File: src/rtl/popsum_sequencer.sv
// Chunked popcount-sum sequencer: feeds 36-bit beats to an external 12x3-bit
// Wallace tree, accumulates the tree sums and compares against a threshold.
// Optional macro POPSUM_SAT_EN: saturate the accumulator instead of wrapping.
module popsum_sequencer #(
  parameter int NUM_CHUNKS = 4,
  parameter int ACC_W      = 9
) (
  input  logic             clk,
  input  logic             rst_n,
  input  logic             in_valid,
  output logic             in_ready,
  input  logic [35:0]      in_op,
  input  logic             in_last,
  input  logic [ACC_W-1:0] threshold,
  output logic [35:0]      tree_op,
  input  logic [6:0]       tree_res,
  output logic             out_valid,
  input  logic             out_ready,
  output logic [ACC_W-1:0] out_sum,
  output logic             out_fire,
  output logic             out_ovf
);

  localparam int CNT_W = $clog2(NUM_CHUNKS + 1);

  typedef enum logic [1:0] {
    S_IDLE  = 2'd0,
    S_ACCUM = 2'd1,
    S_DRAIN = 2'd2,
    S_HOLD  = 2'd3
  } state_t;

  state_t           state_r;
  logic [ACC_W-1:0] acc_r;
  logic [ACC_W-1:0] thr_r;
  logic [CNT_W-1:0] cnt_r;
  logic             pend_r;
  logic             first_r;
  logic             ovf_r;
  logic             in_ready_r;
  logic [35:0]      tree_op_r;
  logic             out_valid_r;
  logic [ACC_W-1:0] out_sum_r;
  logic             out_fire_r;
  logic             out_ovf_r;

  logic             accept_s;
  logic             final_s;
  logic [ACC_W-1:0] res_ext_s;
  logic [ACC_W:0]   sum_wide_s;
  logic [ACC_W-1:0] next_acc_s;
  logic             next_ovf_s;

  assign accept_s  = in_valid && in_ready_r;
  assign final_s   = in_last || (cnt_r == CNT_W'(NUM_CHUNKS - 1));
  assign res_ext_s = ACC_W'(tree_res);

  // Tree result arrives one cycle after its beat; the first beat of a vector loads rather than adds.
  always_comb begin
    sum_wide_s = {1'b0, res_ext_s};
    if (!first_r) begin
      sum_wide_s = {1'b0, acc_r} + {1'b0, res_ext_s};
    end else begin
      sum_wide_s = {1'b0, res_ext_s};
    end
    next_ovf_s = sum_wide_s[ACC_W] | (first_r ? 1'b0 : ovf_r);
`ifdef POPSUM_SAT_EN
    next_acc_s = sum_wide_s[ACC_W] ? {ACC_W{1'b1}} : sum_wide_s[ACC_W-1:0];
`else
    next_acc_s = sum_wide_s[ACC_W-1:0];
`endif
  end

  // Sequencer FSM with registered handshake and result outputs.
  always_ff @(posedge clk or negedge rst_n) begin
    if (!rst_n) begin
      state_r     <= S_IDLE;
      acc_r       <= '0;
      thr_r       <= '0;
      cnt_r       <= '0;
      pend_r      <= 1'b0;
      first_r     <= 1'b0;
      ovf_r       <= 1'b0;
      in_ready_r  <= 1'b1;
      tree_op_r   <= 36'd0;
      out_valid_r <= 1'b0;
      out_sum_r   <= '0;
      out_fire_r  <= 1'b0;
      out_ovf_r   <= 1'b0;
    end else begin
      pend_r  <= accept_s;
      first_r <= accept_s && (cnt_r == '0);
      if (pend_r) begin
        acc_r <= next_acc_s;
        ovf_r <= next_ovf_s;
      end
      if (accept_s) begin
        tree_op_r <= in_op;
        cnt_r     <= final_s ? '0 : cnt_r + CNT_W'(1);
        if (cnt_r == '0) begin
          thr_r <= threshold;
        end
      end
      case (state_r)
        S_IDLE, S_ACCUM: begin
          if (accept_s) begin
            state_r    <= final_s ? S_DRAIN : S_ACCUM;
            in_ready_r <= !final_s;
          end
        end
        S_DRAIN: begin
          out_sum_r   <= next_acc_s;
          out_fire_r  <= (next_acc_s >= thr_r);
          out_ovf_r   <= next_ovf_s;
          out_valid_r <= 1'b1;
          state_r     <= S_HOLD;
        end
        S_HOLD: begin
          if (out_ready) begin
            out_valid_r <= 1'b0;
            in_ready_r  <= 1'b1;
            state_r     <= S_IDLE;
          end
        end
        default: begin
          state_r     <= S_IDLE;
          in_ready_r  <= 1'b1;
          out_valid_r <= 1'b0;
        end
      endcase
    end
  end

  assign in_ready  = in_ready_r;
  assign tree_op   = tree_op_r;
  assign out_valid = out_valid_r;
  assign out_sum   = out_sum_r;
  assign out_fire  = out_fire_r;
  assign out_ovf   = out_ovf_r;

endmodule

File: config.mk
export PLATFORM = sky130hd
export DESIGN_NAME = popsum_sequencer
export DESIGN_NICKNAME = d
export VERILOG_FILES = /design/src/rtl/popsum_sequencer.sv
export SDC_FILE = /design/constraint.sdc
export NUM_CORES = 1
export LEC_CHECK = 0
export BUFFER_PORTS_ARGS = -buffer_cell sky130_fd_sc_hd__buf_2
export CORE_MARGIN = 2
export CORE_UTILIZATION = 30
export CTS_CLUSTER_DIAMETER = 80
export DETAILED_ROUTE_END_ITERATION = 8
export SLEW_MARGIN = 20
export SYNTH_ARGS = -nofsm -noshare
export SYNTH_HDL_FRONTEND = slang
export SYNTH_SLANG_ARGS = --single-unit
File: constraint.sdc
create_clock -name clk -period 3.1 [get_ports clk]
set_input_delay 0.62 -clock clk [delete_from_list [all_inputs] [get_ports clk]]
set_output_delay 0.62 -clock clk [all_outputs]
set_load 0.1 [all_outputs]
### Word-level counts from Yosys, hierarchy flattened

Cells that the tools add are included.
Widths: inputs -> output; s select.

| cells by class | value |
|---|---|
| add/sub/neg operators | 2 |
| order comparisons | 1 |
| eq/ne operators | 6 |
| mux-type cells | 12 |
| bitwise operators | 1 |
| reductions and logical operators | 13 |

Operator list:

| operator | number |
|---|---|
| $add 9x7->10 | 1 |
| $mux 10 | 1 |
| $ge 9x9->1 | 1 |
| $mux 2 | 3 |
| $pmux 2 s3 | 1 |
| $reduce_and 2->1 | 3 |
| $eq 2x2->1 const B | 2 |
| $mux 1 | 4 |
| $ne 2x2->1 const B | 2 |
| $pmux 1 s2 | 2 |
| $reduce_bool 2->1 | 2 |
| $add 3x1->3 const B | 1 |
| $eq 3x2->1 const B | 1 |
| $logic_not 3->1 | 1 |
| $mux 3 | 1 |
| $reduce_and 3->1 | 1 |
| $eq 2x1->1 const B | 1 |
| $logic_and 1x1->1 | 2 |
| $logic_not 2->1 | 1 |
| $reduce_or 2->1 | 1 |
| $logic_not 1->1 | 1 |
| $logic_or 1x1->1 | 1 |
| $or 1x1->1 | 1 |

| storage, ports and cells | value |
|---|---|
| bits in registers | 75 |
| input bits | 57 |
| word-level logic and storage cells | 48 |

### Longest topological paths before layout

Gate-level depths: netlist (run 1).

| depth | value |
|---|---|
| word-level depth | 5 |
| depth in mapped cells | 12 |
| mapped depth without buffers | 12 |

### Worst setup path before layout (run 1)

OpenSTA, ideal clock, no wires.

| path | value |
|---|---|
| path type | in2reg |
| start point | in tree_res[0] |
| end point | reg out_fire_r, in the netlist out_fire |
| arrival time | 2.675 ns |
| data required time | 3.013 ns |
| slack | 0.338 ns |
| stages on the path | 12 |
| buffers on the path | 0 |
| cells stage by stage | ha_1 -> fa_1 -> a211oi_2 -> o21ai_1 -> xor2_1 -> mux2i_1 -> inv_1 -> ha_1 -> nand2_1 -> nor4_1 -> o21ai_1 -> o211ai_1 |

| between the ends | value |
|---|---|
| word-level cells in the longest chain between the ends | 3 |

Ends and longest elaborated chain:

| what | line | text |
|---|---|---|
| start: declaration | 16 | `input logic [6:0] tree_res,` |
| $add 9x7->10 | 62 | `sum_wide_s = {1'b0, acc_r} + {1'b0, res_ext_s};` |
| $mux 10 | 61 | `if (!first_r) begin` |
| named net sum_wide_s[6] | 50 | `logic [ACC_W:0] sum_wide_s;` |
| $ge 9x9->1 | 113 | `out_fire_r <= (next_acc_s >= thr_r);` |
| end signal: assignment | 113 |  |
| end: declaration | 44 | `logic out_fire_r;` |

The timed path passes the listed nets, and every way through them passes these cells.
A chain may end at the register's enable or synchronous reset.

### Final worst setup path (run 1)

Same ends and word-level chain as after synthesis.

==> results of run 1 <==
[through the flow]
stage	utilization, %	cell area [µm²]	hold slack [ns]
CTS	39.9	4520	0.467
finish	39.9	4520	0.436
global route	39.9	4520	0.488
detailed placement	36.7	4160	0.466
floorplan	-	3460	0.324
global placement	36.7	4160	0.457
[worst max-delay path by stage]
stage	startpoint	to	slack [ns]	depth (start not counted)
after floorplan	tree_res[0]	out_fire	0.34	12
after global placement	tree_res[0]	out_fire	0.08	13
after detailed placement	tree_res[0]	out_fire	0.04	13
after CTS	tree_res[0]	out_fire	0.38	13
after global routing	acc_r[0]	out_fire	0.19	12
final	tree_res[0]	out_fire	0.36	13
[synthesized netlist by cell type (2+ instances only)]
cell       n
dfrtp_1   74
mux2_2    38
nand2_1   37
nor2_1    22
inv_1     21
ha_1      19
a21oi_1   17
o21ai_1   13
o21ai_0   10
buf_2      7
mux2i_1    6
o211ai_1   4
xnor2_1    4
clkbuf_1   3
nand2b_1   3
nand3_1    3
o22ai_1    3
a21o_1     2
a31oi_1    2
inv_2      2
nor2b_1    2
o31ai_2    2
xor2_1     2
[power groups by stage]
stage                     Combinational [mW]  Sequential [mW]  Clock, mW
after floorplan                       0.0581             1.00          0
after global placement                 0.141            0.998          0
after detailed placement               0.143            0.998          0
after CTS                              0.144            0.980       1.28
after global routing                   0.160            0.980       1.32
final                                  0.141            0.981       1.24
[area by class of cell]
| type | count | area, µm² | share of cell area [%] |
|---|---|---|---|
| Clock buffer | 12 | 267 | 5.90 |
| Tap cell | 143 | 179 | 3.96 |
| Sequential cell | 75 | 1880 | 41.5 |
| Multi-Input combinational cell | 199 | 1450 | 32.1 |
| Clock inverter | 4 | 95.1 | 2.10 |
| Inverter | 23 | 86.3 | 1.91 |
| Timing Repair Buffer | 110 | 566 | 12.5 |
[flip-flops by register name (all words and copies together) (netlist names)]
name,flops
tree_op,36
in_ready,1
out_fire,1
out_sum,9
out_ovf,1
out_valid,1
state_r,2
acc_r,9
thr_r,9
cnt_r,3
ovf_r,1
pend_r,1
first_r,1
[cell usage in the layout (no fill, tap or decap), types with 2 or more instances in the layout]
master / Yosys / layout
a21oi_1: 17 / 17
o21ai_0: 10 / 10
dfrtp_1: 74 / 74
o21ai_1: 13 / 13
nor2_1: 22 / 22
clkbuf_8: 0 / 3
bufinv_16: 0 / 3
a21o_1: 2 / 2
buf_2: 7 / 104
a31oi_1: 2 / 2
o31ai_2: 2 / 2
xor2_1: 2 / 2
nor2b_1: 2 / 2
nand2b_1: 3 / 3
inv_2: 2 / 2
mux2_2: 38 / 38
mux2i_1: 6 / 6
o211ai_1: 4 / 4
buf_4: 0 / 6
nand2_1: 37 / 37
nand3_1: 3 / 3
ha_1: 19 / 19
inv_1: 21 / 21
xnor2_1: 4 / 4
clkbuf_16: 0 / 9
o22ai_1: 3 / 3
[cells by family after synthesis]
logic type,Yosys count
adders and majority gates,20
AOI/OAI and AO/OA,60
xor gates and xnor gates,6
buffers and inverters,34
and+or+nand+nor,69
muxes,44
DFF,75
[critical path, stage by stage]
cell and delay [ns]:
buf_2 0.10, ha_1 0.22, fa_1 0.44, a21o_1 0.19, a21oi_1 0.17, xnor2_1 0.08
mux2i_1 0.23, inv_1 0.09, ha_1 0.30, nand2_1 0.05, nor4_1 0.30, o21ai_1 0.09
o211ai_1 0.09
[layer usage]
layer  GRT usage (%)  up-vias
li1                -     1271
met1            15.2     1250
met2            20.9      100
met3            5.82        7
met4            3.95        0
met5               0        -
==> metrics.yaml, run 1 <==
synth-adder-area-share_pct: 7.44
synth_area_leaders: "dfrtp_1 53%, mux2_2 12%, ha_1 6.9%, nand2_1 4.0%, a21oi_1 2.5%"
clk_latency_ns: 0.33
dieWidth_um: 111
hold_viol: 0
start_util_pct: 30.6
grt_overflow: 0
drv_cap: 0
yosys.area.top_type: "dfrtp_1"
cts_tree: "yes"
finalNonFillerCells: 566
synthMuxAreaShare_pct: 14.1
status: "completed"
synth-compound-area-share_pct: 10.7
reg2reg_setup_slack_ns: 0.38
yosysUniqueCellTypes: 35
power_mw: 2.36
grt_max_degree: 76
crit_fanout: 3
antenna_found_initial: 0
synth_top_family_by_area: "multiplexers"
yosys.area_share.simple_pct: 8.13
yosysWarnings: 0
synth_area_um2: 3460
post-route-period-util_pct: 88.3
hold_path.class: "in2async"
track_usage_pct: 12.8
cts.sinks: 75
setup_ws_ns: 0.362
powerDensity_nw_per_um2: 523
dp_cells: 550
synth-seq-cells: 75
worstRegToRegCells: 12
area_growth_pct: 30.5
peakVddDrop_mv: 0.363
cts_resized: 0
arrival_ns: 2.97
coreArea_um2: 11300
p_sw_uw: 473
worst_pin_slew_ns: 0.934
remaining_drc_errors: 0
worstPathRequired_ns: 3.34
dieArea_um2: 12400
max_slew_margin_pct: 37.7
dr.first_iter.drc_count: 96
postCtsSetupBuffers: 0
synth_xor_xnor_area_share_pct: 1.52
grt_pass1_vias: 2737
drive_gt1_share_pct: 40.7
insertedDiodeCount: 0
cp-end-kind: "flop"
wl_met3_um: 638
finalSetupViolCount: 0
power_frac_seq_pct: 41.5
synthArstFlopShare_pct: 100
synth.top_cell.area_share_pct: 53.4
postRouteAntennaNets: 0
p_int_mw: 1.89
switching_share_pct: 20.0
synth_nets: 385
setup-tns-final_ns: 0
dr.pass1.iters: 4
rsz0062_at_grt: "false"
ctsHoldBuffers: 0
avgSynthCellArea_um2: 11.2
die_h_um: 111
avgRoutedWirePerCell_um: 13.3
worstReg2RegEnd: "out_fire"
place.gp.congestion: 0.822
slew_violations: 0
grt_pass1_wl_um: 12800
htree_levels: 3
fmax_mhz: 365
fin_crit_ns: 2.74
synth_flop_cell: "dfrtp_1"
clockBufferDepth: 2
r2r-start: "acc_r[0]"
combPwrFrac_pct: 6.0
vias: 2628
post-dp-hpwl_um: 5480
cts_root_buf: "clkbuf_16"
synth_seq_area_share_pct: 54.2
startpoint_type: "input port"
rows: 39
met1_length_um: 3300
highest_layer: "met4"
vias_per_cell: 4.64
fin_nets: 495
cts_buffers: 9
clockPowerShare_pct: 52.5
leakagePower_nw: 2.41
dp_slack_ns: 0.0431
fillerInstances: 1106
finClkSkew_ns: 0.00542
portBuffers: 105
postSynthCellCount: 308
clkTransAtPathRegs_ns: 0.05
routed-wl-met2_um: 3500
path_class: "in2reg"
pin_count: 106
wirelength_um: 7520
synth_edf_count: 0
Power figures use the tool's default switching activity.
==> run 2, diff against run 1 <==
SKIP_CTS_REPAIR_TIMING = 1   (was not set)
clock period = 2.3 ns   (was 3.1 ns; I/O delays follow)
==> metrics.yaml, run 2 (synthesized netlist as in run 1, its figures left out) <==
crit_cells: 12  # was 13
fin_util_pct: 42.0  # was 39.9%
design_area_um2: 4750  # was 4520 µm²
leakagePower_nw: 2.52  # was 2.41 nW
worstPathRequired_ns: 2.55  # was 3.34 ns
dr.first_iter.drc_count: 50  # was 96
p_sw_uw: 648  # was 473 µW
power_frac_seq_pct: 41.6  # was 41.5%
drv_cap: 0  # unchanged
fin_nets: 518  # was 495
finClkSkew_ns: 0.00497  # was 0.00542 ns
startpoint_type: "flop"  # was input port
postRouteAntennaNets: 0  # unchanged
cpMaxStageDelayCell: "fa_2"  # was fa_1
place.gp.congestion: 0.889  # was 0.822
crit_path_end: "out_fire"  # unchanged
clockBufferDepth: 2  # unchanged
cp-end-kind: "flop"  # unchanged
crit_family: "adder cells"  # unchanged
post-dp-hpwl_um: 5800  # was 5480 µm
vias_per_cell: 4.60  # was 4.64
layout_common_cells: "104 x buf_2, 74 x dfrtp_1, 38 x mux2_2, 36 x nand2_1, 27 x buf_4"  # was 104 x buf_2, 74 x dfrtp_1, 38 x mux2_2, 37 x nand2_1, 22 x nor2_1
fillerInstances: 1091  # was 1106
holdWs_ns: 0.0587  # was 0.436 ns
largest_reg_flops: 36  # unchanged
peakVddDrop_mv: 0.433  # was 0.363 mV
dieWidth_um: 111  # unchanged
p_int_mw: 2.52  # was 1.89 mW
remaining_drc_errors: 0  # unchanged
finalNonFillerCells: 590  # was 566
post-route-period-util_pct: 115
switching_share_pct: 20.4  # was 20.0%
powerDensity_nw_per_um2: 667  # was 523 nW/µm²
cts_root_buf: "clkbuf_16"  # unchanged
grt_overflow: 0  # unchanged
htree_levels: 3  # unchanged
area_growth_pct: 37.2  # was 30.5%
clk_latency_ns: 0.33  # about the same
clkTransAtPathRegs_ns: 0.06  # was 0.05 ns
reg2reg_setup_slack_ns: -0.34  # was 0.38 ns
avgRoutedWirePerCell_um: 13.2  # was 13.3 µm
die_h_um: 111  # unchanged
vias: 2713  # was 2628
dr.pass1.iters: 4  # unchanged
crit_fanout: 3  # unchanged
crit_start: "acc_r[0]"  # was tree_res[0]
max_slew_margin_pct: 52.6  # was 37.7%
clockPowerShare_pct: 50.7  # was 52.5%
crit_top_cell: "ha_4"  # was ha_1
portBuffers: 105  # unchanged
crit_buf_inv: 1  # was 2
path_class: "reg2reg"  # was in2reg
rows: 39  # unchanged
final_common_cell: "buf_2"  # unchanged
rsz0062_at_grt: "true"  # was false
fmax_mhz: 378
power_mw: 3.17  # was 2.36 mW
grt_pass1_wl_um: 13100  # was 12800 µm
antenna_found_initial: 1  # was 0
placed_cell_area_um2: 4350  # was 4160 µm²
status: "finished with violations"  # was completed
worst_pin_slew_ns: 0.712  # was 0.934 ns
pin_count: 106  # unchanged
fin_crit_ns: 2.64
slew_violations: 0  # unchanged
violations: "negative setup slack"
cts.sinks: 75  # unchanged
hold_viol: 0  # unchanged
worstRegToRegCells: 12  # unchanged
r2r-start: "acc_r[0]"  # unchanged
cts_buffers: 9  # unchanged
dp_cells: 572  # was 550
start_util_pct: 30.6  # unchanged
drive_gt1_share_pct: 44.8  # was 40.7%
dieArea_um2: 12400  # unchanged
dp_slack_ns: -0.521  # was 0.0431 ns
grt_pass1_vias: 2871  # was 2737
critical-path-max-stage-delay_ns: 0.42  # was 0.44 ns
arrival_ns: 2.90  # was 2.97 ns
setup-tns-final_ns: -0.344  # was 0 ns
worstReg2RegEnd: "out_fire"  # unchanged
combPwrFrac_pct: 7.6  # was 6.0%
worstPathCellList: "ha_4 > fa_2 > a211oi_4 > o21ai_2 > xor2_1 > mux2i_1 > inv_1 > ha_4 > nand2_4 > nor4_2 > o21ai_1 > o211ai_1"  # was buf_2 > ha_1 > fa_1 > a21o_1 > a21oi_1 > xnor2_1 > mux2i_1 > inv_1 > ha_1 > nand2_1 > nor4_1 > o21ai_1 > o211ai_1
hold_path.class: "in2async"  # unchanged
cts_tree: "yes"  # unchanged
wirelength_um: 7820  # was 7520 µm
track_usage_pct: 13.2  # was 12.8%
setup_ws_ns: -0.344  # was 0.362 ns
coreArea_um2: 11300  # unchanged
finalSetupViolCount: 1  # was 0
grt_max_degree: 39  # was 76
[run 2: cell types whose count changed in the layout (fill, tap and decap cells not counted), sizes merged]
cell / previous run / this run
diode: 0 / 1
clkinv: 1 / 2
buf: 110 / 133
clkbuf: 12 / 11
[run 2: worst register-to-register path, cell delays in order (launching register included)]
cell	delay, ns
dfrtp_1	0.41
ha_4	0.19
fa_2	0.42
a211oi_4	0.30
o21ai_2	0.08
xor2_1	0.14
mux2i_1	0.17
inv_1	0.10
ha_4	0.29
nand2_4	0.05
nor4_2	0.25
o21ai_1	0.08
o211ai_1	0.09
[run 2: layer usage]
| layer | track usage [%] | part of all wire [%] | vias up |
|---|---|---|---|
| met3 | 5.50 | 8.6 | 7 |
| li1 | - | - | 1330 |
| met2 | 21.4 | 46 | 90 |
| met4 | 4.20 | 1.1 | 0 |
| met5 | 0 | 0 | - |
| met1 | 16.0 | 45 | 1286 |
[run 2: worst min path at each step]
stage	cells past startpoint	slack, ns	to	startpoint
after global routing	1	0.09	tree_op[26]	rst_n
final	1	0.06	tree_op[22]	rst_n
after global placement	1	0.43	tree_op[22]	rst_n
after floorplan	0	0.16	acc_r[0]	rst_n
after CTS	1	0.06	tree_op[26]	rst_n
after detailed placement	1	0.43	tree_op[22]	rst_n
[run 2: power groups by stage]
stage | clock network [mW] | logic (mW) | registers [mW]
floorplan | 0 | 0.0787 | 1.35
global placement | 0 | 0.226 | 1.34
detailed placement | 0 | 0.228 | 1.35
CTS | 1.67 | 0.230 | 1.32
global route | 1.71 | 0.273 | 1.32
finish | 1.61 | 0.242 | 1.32
[run 2: final cells by class]
| type | instances | area (µm²) | share of cell area [%] |
|---|---|---|---|
| multi-input combinational | 199 | 1500 | 31.6 |
| clock inverter | 5 | 100 | 2.11 |
| timing repair buffer | 133 | 763 | 16.1 |
| inverter | 23 | 86.3 | 1.82 |
| sequential | 75 | 1880 | 39.5 |
| tap | 143 | 179 | 3.76 |
| clock buffer | 11 | 243 | 5.11 |
| antenna | 1 | 2.50 | 0.0526 |
==> run 3, diff against run 2 <==
ABC_CLOCK_PERIOD_IN_PS = 2300   (was not set)
CORE_UTILIZATION = 46   (was 30)
PLACE_DENSITY = 0.76   (was not set)
==> metrics.yaml, run 3 (synthesized netlist as in run 1, its figures left out) <==
status: "finished with violations"  # unchanged
violations: "negative setup slack"  # unchanged
remaining_drc_errors: 0  # unchanged
path_class: "reg2reg"  # unchanged
fin_util_pct: 61.9  # was 42.0%
worst_pin_slew_ns: 0.594  # was 0.712 ns
avgRoutedWirePerCell_um: 13.8  # was 13.2 µm
coreArea_um2: 7290  # was 11300 µm²
cts.sinks: 75  # unchanged
pin_count: 106  # unchanged
arrival_ns: 2.83  # was 2.90 ns
layout_common_cells: "104 x buf_2, 74 x dfrtp_1, 38 x mux2_2, 36 x nand2_1"  # was 104 x buf_2, 74 x dfrtp_1, 38 x mux2_2, 36 x nand2_1, 27 x buf_4
vias: 2655  # was 2713
startpoint_type: "flop"  # unchanged
worstPathRequired_ns: 2.52  # was 2.55 ns
post-dp-hpwl_um: 5660  # was 5800 µm
portBuffers: 105  # unchanged
dieArea_um2: 8240  # was 12400 µm²
fin_nets: 513  # was 518
final_common_cell: "buf_2"  # unchanged
setup-tns-final_ns: -0.307  # was -0.344 ns
antenna_found_initial: 0  # was 1
post-route-period-util_pct: 113  # was 115%
clkTransAtPathRegs_ns: 0.08  # was 0.06 ns
place.gp.congestion: 0.908  # was 0.889
grt_pass1_vias: 2762  # was 2871
leakagePower_nw: 2.43  # was 2.52 nW
peakVddDrop_mv: 0.467  # was 0.433 mV
powerDensity_nw_per_um2: 591  # was 667 nW/µm²
slew_violations: 0  # unchanged
cp-end-kind: "flop"  # unchanged
grt_overflow: 0  # unchanged
clk_latency_ns: 0.35  # was 0.33 ns
drv_cap: 0  # unchanged
finalSetupViolCount: 1  # unchanged
wirelength_um: 7440  # was 7820 µm
dr.pass1.iters: 4  # unchanged
dieWidth_um: 90.8  # was 111 µm
max_slew_margin_pct: 60.4  # was 52.6%
cts_buffers: 9  # unchanged
htree_levels: 3  # unchanged
rsz0062_at_grt: "true"  # unchanged
hold_path.class: "in2async"  # unchanged
dr.first_iter.drc_count: 50  # unchanged
start_util_pct: 47.5  # was 30.6%
track_usage_pct: 19.2  # was 13.2%
clockBufferDepth: 2  # unchanged
fillerInstances: 625  # was 1091
fin_crit_ns: 2.61  # was 2.64 ns
cts_tree: "yes"  # unchanged
largest_reg_flops: 36  # unchanged
die_h_um: 90.8  # was 111 µm
area_growth_pct: 30.3  # was 37.2%
fmax_mhz: 384  # was 378 MHz
grt_pass1_wl_um: 12700  # was 13100 µm
setup_ws_ns: -0.307  # was -0.344 ns
hold_viol: 0  # unchanged
insertedDiodeCount: 0  # was 1
worstRegToRegCells: 12  # unchanged
drive_gt1_share_pct: 44.2  # was 44.8%
finClkSkew_ns: 0.00845  # was 0.00497 ns
rows: 31  # was 39
grt_max_degree: 49  # was 39
postRouteAntennaNets: 0  # unchanged
cts_root_buf: "clkbuf_8"  # was clkbuf_16
crit_fanout: 3  # unchanged
vias_per_cell: 4.92  # was 4.60
holdWs_ns: 0.0306  # was 0.0587 ns
[run 3: where the power goes]
group	total [mW]	switching [mW]	internal [mW]
Clock	1.12	0.505	0.618
Combinational	0.229	0.120	0.109
Sequential	1.32	0.000348	1.32
[run 3: worst paths after layout]
check,startpoint,slack [ns],endpoint
hold / removal,rst_n,0.03,out_sum[8]
setup / recovery,acc_r[0],-0.31,out_fire
setup reg to reg,acc_r[0],-0.31,out_fire
max in group asynchronous,rst_n,1.65,in_ready
min in group clk,threshold[0],0.31,thr_r[0]
hold reg to reg,out_sum[5],0.48,out_sum[5]
[run 3: layout make-up]
class | count | area [µm²] | share of cell area (%)
clock buffer | 9 | 124 | 2.74
clock inverter | 7 | 101 | 2.24
inverter | 23 | 86.3 | 1.91
multi-input combinational | 199 | 1480 | 32.7
sequential | 75 | 1880 | 41.6
tap | 99 | 124 | 2.74
timing repair buffer | 128 | 726 | 16.1
[run 3: critical path, cell delays in order (launching register included)]
cell and delay [ns]:
dfrtp_1 0.40, ha_2 0.20, fa_2 0.37, a21o_1 0.17, a21oi_1 0.19, xnor2_1 0.09
mux2i_1 0.21, inv_1 0.08, ha_1 0.30, a21oi_1 0.14, o21ai_0 0.11, o21ai_1 0.14
o211ai_1 0.10
[run 3: metrics by stage]
stage | total power, mW | setup slack, ns | std cells | instance area, µm²
after global placement | 1.56 | -0.439 | 524 | 4270
after CTS | 2.71 | -0.334 | 540 | 4490
final | 2.67 | -0.307 | 540 | 4520
after global routing | 2.80 | -0.427 | 540 | 4520
after floorplan | 1.43 | -0.242 | 308 | 3470
after detailed placement | 1.57 | -0.510 | 524 | 4270
[run 3: routing by layer]
layer  GRT usage [%]  wire length (µm)  up-vias
li1                -                 -     1314
met1            23.6              3260     1249
met2            32.3              3630       83
met3            6.18               466        9
met4            5.81                91        0
met5               0                 0        -
